`config.mk`:
```
export PLATFORM = sky130hd
export DESIGN_NAME = ntt_stage_sequencer
export DESIGN_NICKNAME = d
export VERILOG_FILES = /design/src/rtl/ntt_stage_sequencer.sv
export SDC_FILE = /design/constraint.sdc
export NUM_CORES = 1
export LEC_CHECK = 0
export ABC_AREA = 1
export ABC_CLOCK_PERIOD_IN_PS = 1700
export BUFFER_PORTS_ARGS = -buffer_cell sky130_fd_sc_hd__buf_2
export CAP_MARGIN = 0
export CORE_MARGIN = 4
export CORE_UTILIZATION = 40
export CTS_CLUSTER_SIZE = 40
export DETAILED_ROUTE_END_ITERATION = 12
export GPL_ROUTABILITY_DRIVEN = 0
export MAX_ROUTING_LAYER = met4
export SYNTH_ARGS = -nofsm -noshare
export SYNTH_HDL_FRONTEND = slang
export SYNTH_SLANG_ARGS = --single-unit
```
`constraint.sdc`:
```
create_clock -name clk_i -period 1.7 [get_ports clk_i]
set_input_delay 0.34 -clock clk_i [delete_from_list [all_inputs] [get_ports clk_i]]
set_output_delay 0.34 -clock clk_i [all_outputs]
set_load 0.005 [all_outputs]
```
`src/rtl/ntt_stage_sequencer.sv`:
```
// NTT stage sequencer: walks mem_control through NUM_STAGES passes of clear / iterate / drain.
// Optional stall statistics output stall_cycles_o is present when NTT_SEQ_STALL_CNT_EN is defined.
module ntt_stage_sequencer #(
  parameter int NUM_STAGES   = 3,
  parameter int ITERS_S0     = 257,
  parameter int ITERS_SN     = 85,
  parameter int DRAIN_CYCLES = 4
) (
  input  logic        clk_i,
  input  logic        reset_i,
  input  logic        start_i,
  input  logic        dp_stall_i,
  output logic [1:0]  stage_o,
  output logic        incr_o,
  output logic        soft_reset_o,
  output logic [8:0]  iter_cnt_o,
  output logic        busy_o,
  output logic        done_o
`ifdef NTT_SEQ_STALL_CNT_EN
  ,
  output logic [15:0] stall_cycles_o
`endif
);

  localparam int DRW = (DRAIN_CYCLES > 1) ? $clog2(DRAIN_CYCLES) : 1;
  localparam logic [8:0]     LAST_S0    = 9'(ITERS_S0 - 1);
  localparam logic [8:0]     LAST_SN    = 9'(ITERS_SN - 1);
  localparam logic [1:0]     LAST_STAGE = 2'(NUM_STAGES - 1);
  localparam logic [DRW-1:0] DRAIN_LAST = DRW'(DRAIN_CYCLES - 1);

  typedef enum logic [2:0] {S_IDLE, S_CLR, S_RUN, S_DRAIN, S_DONE} state_t;

  state_t         state_q, state_d;
  logic [1:0]     stage_q, stage_d;
  logic [8:0]     iter_q, iter_d;
  logic [DRW-1:0] drain_q, drain_d;
  logic           start_acc, last_iter, drain_end, last_stage;

  assign start_acc  = (state_q == S_IDLE) && start_i;
  assign last_stage = (stage_q == LAST_STAGE);
  assign last_iter  = (iter_q == ((stage_q == 2'd0) ? LAST_S0 : LAST_SN));
  assign drain_end  = (drain_q == DRAIN_LAST);

  always_ff @(posedge clk_i) begin
    if (reset_i) begin
      state_q <= S_IDLE;
      stage_q <= '0;
      iter_q  <= '0;
      drain_q <= '0;
    end else begin
      state_q <= state_d;
      stage_q <= stage_d;
      iter_q  <= iter_d;
      drain_q <= drain_d;
    end
  end

  always_comb begin
    state_d = state_q;
    stage_d = stage_q;
    unique case (state_q)
      S_IDLE: begin
        if (start_acc) begin
          state_d = S_CLR;
          stage_d = '0;
        end
      end
      S_CLR:   state_d = S_RUN;
      // A stalled final iteration keeps us in RUN until the incr really issues.
      S_RUN:   if (incr_o && last_iter) state_d = S_DRAIN;
      S_DRAIN: begin
        if (drain_end) begin
          if (last_stage) begin
            state_d = S_DONE;
          end else begin
            state_d = S_CLR;
            stage_d = stage_q + 2'd1;
          end
        end
      end
      S_DONE: begin
        state_d = S_IDLE;
        stage_d = '0;
      end
      default: begin
        state_d = S_IDLE;
        stage_d = '0;
      end
    endcase

    iter_d = iter_q;
    if (state_d == S_CLR) begin
      iter_d = '0;
    end else if (incr_o) begin
      iter_d = iter_q + 9'd1;
    end

    drain_d = ((state_q == S_DRAIN) && !drain_end) ? drain_q + DRW'(1) : '0;
  end

  always_comb begin
    incr_o       = (state_q == S_RUN) && !dp_stall_i;
    soft_reset_o = (state_q == S_CLR);
    busy_o       = (state_q != S_IDLE);
    done_o       = (state_q == S_DONE);
  end

  assign stage_o    = stage_q;
  assign iter_cnt_o = iter_q;

`ifdef NTT_SEQ_STALL_CNT_EN
  logic [15:0] stall_q, stall_d;

  always_comb begin
    stall_d = stall_q;
    if (start_acc) begin
      stall_d = '0;
    end else if ((state_q == S_RUN) && dp_stall_i && (stall_q != 16'hFFFF)) begin
      stall_d = stall_q + 16'd1;
    end
  end

  always_ff @(posedge clk_i) begin
    if (reset_i) begin
      stall_q <= '0;
    end else begin
      stall_q <= stall_d;
    end
  end

  assign stall_cycles_o = stall_q;
`endif

endmodule

```
==> impl_metrics.yaml <==
status:
  status: "finished clean"
cells_and_area:
  fill_cells: 227
  multi_input_area_sq_um: 545.5
  area_delta_synth_final_pct: 16.05
  drive_gt1_share_pct: 19.54
  nets: 184
  stdcell_area_sq_um: 1140
  seqCellArea_sq_um: 320.3
  antenna_cells: 0
  finish.utilization_pct: 50.08
pwr:
  p_sw_w: 0.0002082
  sequentialPowerShare_pct: 51.6
  leakagePower_nw: 0.5680
  clkPwrFrac_pct: 33.3
  comb_power_share_pct: 15.1
  internal_power_w: 0.0005600
  p_sw_share_pct: 27.11
  ir_drop_v: 0.0004685
  pwr_density_cell_nw_per_um2: 674.0
  power_w: 0.0007682
sta:
  tightest_slew_ns: 0.2458
  rsz0062_at_grt: "false"
  finalCritPeriodShare_pct: 86.90
  setup_tns_ns: 0
  setup_viol: 0
  fin_skew_ns: 0.001120
  max-slew-margin-rel_pct: 83.56
  slew_violations: 0
  hold_viol: 0
  final.min_clock_period_ns: 1.477
  post-route-worst-setup-slack_ns: 0.2227
  max_freq_mhz: 676.9
setup_path:
  critPathMaxStageDelay_ns: 0.35
  reg2reg_to: "iter_cnt_o[2]$_SDFFE_PP0P_"
  worstSetupPathType: "register to output pin"
  cp_max_fo: 4
  cp-end-kind: "output pin"
  worstPathRequired_ns: 1.36
  cp_slowest_cell: "dfxtp_1"
  cp-start-kind: "register"
  cpLargestDelayFamily: "flip-flops"
  r2r_start: "state_q[0]$_SDFF_PP0_"
  crit_chain: "inv_1 -> nand3_2 -> nor2_4 -> buf_2"
  critPathArrivalTime_ns: 1.14
  critPathBufInv: 2
  reg2reg_depth: 8
  r2r_setup_slack_ns: 0.35
route:
  drc: 0
  drtIter0Drc: 16
  vias: 922
  first_pass_iters: 5
  via_per_inst: 4.564
  avgRoutedWirePerCell_um: 9.812
  ant_nets: 0
  route.final.wire_length_mm: 1.982
clock_network:
  root_buffer: "clkbuf_4"
  clockBufferDepth: 2
  cts_htree_levels: 1
  cts_buffers: 3
  cts_tree: "yes"
  post_cts_resized: 0
  cts_hold_buf: 0
  clk_latency_ns: 0.29
  cts_num_sinks: 16
  clk_pin_slew_ns: 0.10
logic_synthesis:
  netlist.area_leader.share_pct: 32.61
  synth.area.top_cells: "dfxtp_1 (33%), nand2_1 (15%), nor2_1 (12%)"
  synth-seq-cells: 16
  yosys.area.top_type: "dfxtp_1"
  ys_types: 21
  syn_inst: 152
  syn_area_per_cell_sq_um: 6.462
  syn_area_sq_um: 982.2
  ys_seq_area_share_pct: 32.61
  synth_warnings: 0
  syn_nets: 161
grt:
  grt_max_degree: 14
  grt_pass1_vias: 834
  grt_util_met1_pct: 13.82
  grt_pass1_wl_mm: 3.353
  use_met2_pct: 22.90
  track_usage_pct: 13.04
  grt_overflow_total: 0
  use_met3_pct: 4.525
  top_usage_layer: "met2"
  antenna_found_initial: 0
die:
  die_area_sq_um: 3312
  design.core.area_sq_um: 2276
  die_width_um: 57.55
  die_h_um: 57.55
  rows: 17
  io_pins: 19
  initial_core_util_pct: 43.16
hold_path:
  hold_class: "input pin to register"
  hold_end: "state_q[0]$_SDFF_PP0_"
  whs_path_depth: 2
  min-delay-start: "reset_i"
placed_design:
  post_dp_cell_area_sq_um: 1096
  io_buffers: 18
  post-place-ws_ns: 0.3187
  hpwl_mm: 1.569
run:
  maxCapViolCount: 0
layout make-up:
cell class                 instances  share of cell area, %
tap                               28                  3.074
sequential                        16                  28.10
timing repair buffer              19                  8.562
multi-input combinational        107                  47.86
clock buffer                       4                  3.183
inverter                          28                  9.221
cells in the mapped netlist (all sizes together):
master and count:
o21ai 4, nand2 40, nand3 11, buf 1
nor2 34, ha 5, nor4 1, inv 28
a21oi 5, dfxtp 16, nand4 2, nor3 1
xor2 4
routing by layer:
metal	part of all wire, %	vias up
li1	-	504
met1	46	400
met2	49	16
met3	4.4	2
met4	0.61	0
met5	0	-
sequential cells by signal, indices dropped and copies added, names as in the netlist:
register / cells
iter_cnt_o: 9
drain_q: 2
state_q: 3
stage_o: 2
what timing repair did:
item	in CTS	in global routing
setup buffers	1	0
setup endpoints to repair	1	0
endpoints found under the hold margin	0	0
metrics by stage:
| step | std cells | hold slack (ns) |
|---|---|---|
| after floorplan | 152 | 0.3983 |
| after global placement | 197 | 0.4079 |
| after detailed placement | 197 | 0.4210 |
| after CTS | 202 | 0.2320 |
| after global routing | 202 | 0.2358 |
| final | 202 | 0.2486 |
how the worst max path moves through the flow:
stage / startpoint / end / slack, ns / cells after the start
global route: state_q[2]$_SDFF_PP0_ / done_o / 0.1 / 3
CTS: state_q[0]$_SDFF_PP0_ / incr_o / 0.19 / 4
floorplan: iter_cnt_o[0]$_SDFFE_PP0P_ / iter_cnt_o[8]$_SDFFE_PP0P_ / 0.47 / 8
finish: state_q[0]$_SDFF_PP0_ / incr_o / 0.22 / 4
detailed placement: state_q[0]$_SDFF_PP0_ / incr_o / 0.32 / 4
global placement: state_q[0]$_SDFF_PP0_ / incr_o / 0.34 / 4
power groups by stage:
stage / Sequential, W / Combinational (W) / Clock (W)
3_3_place_gp: 0.000405 / 0.000114 / 0
6_report: 0.000396 / 0.000116 / 0.000256
5_1_grt: 0.000398 / 0.000135 / 0.000281
3_5_place_dp: 0.000405 / 0.000115 / 0
2_1_floorplan: 0.000405 / 0.0000833 / 0
4_1_cts: 0.000397 / 0.000118 / 0.000269
worst reg2reg max path, stage by stage (launching register included):
cell and delay (ns):
dfxtp_1 0.35, inv_1 0.15, nand3_2 0.12, nor2_4 0.12, buf_4 0.19, nand2_1 0.09, xor2_1 0.14, inv_1 0.05
nor2_1 0.09
cell families (layout without fill, tap and decap cells):
| family | Yosys count | after routing | share of synthesized area (%) |
|---|---|---|---|
| compound gates | 9 | 9 | 4.967 |
| xor+xnor | 4 | 4 | 3.567 |
| fa+ha+maj | 5 | 5 | 6.369 |
| buf+inv | 29 | 51 | 11.85 |
| flops | 16 | 16 | 32.61 |
| simple gates | 89 | 89 | 40.64 |
cells in the final DEF (no fill, tap or decap):
cell type	Yosys	final
a21oi_1	5	5
buf_2	0	18
buf_4	0	1
clkbuf_4	0	3
clkbuf_8	0	1
dfxtp_1	16	16
ha_1	5	5
inv_1	26	26
inv_2	2	2
nand2_1	38	38
nand2_2	1	1
nand2_4	1	1
nand3_1	8	8
nand3_2	3	3
nand4_1	2	2
nor2_1	31	31
nor2_2	1	1
nor2_4	2	2
nor3_1	1	1
nor4_1	1	1
o21ai_0	2	2
o21ai_1	1	1
o21ai_2	1	1
xor2_1	4	4
No activity file was read; power rests on OpenSTA's default activity.
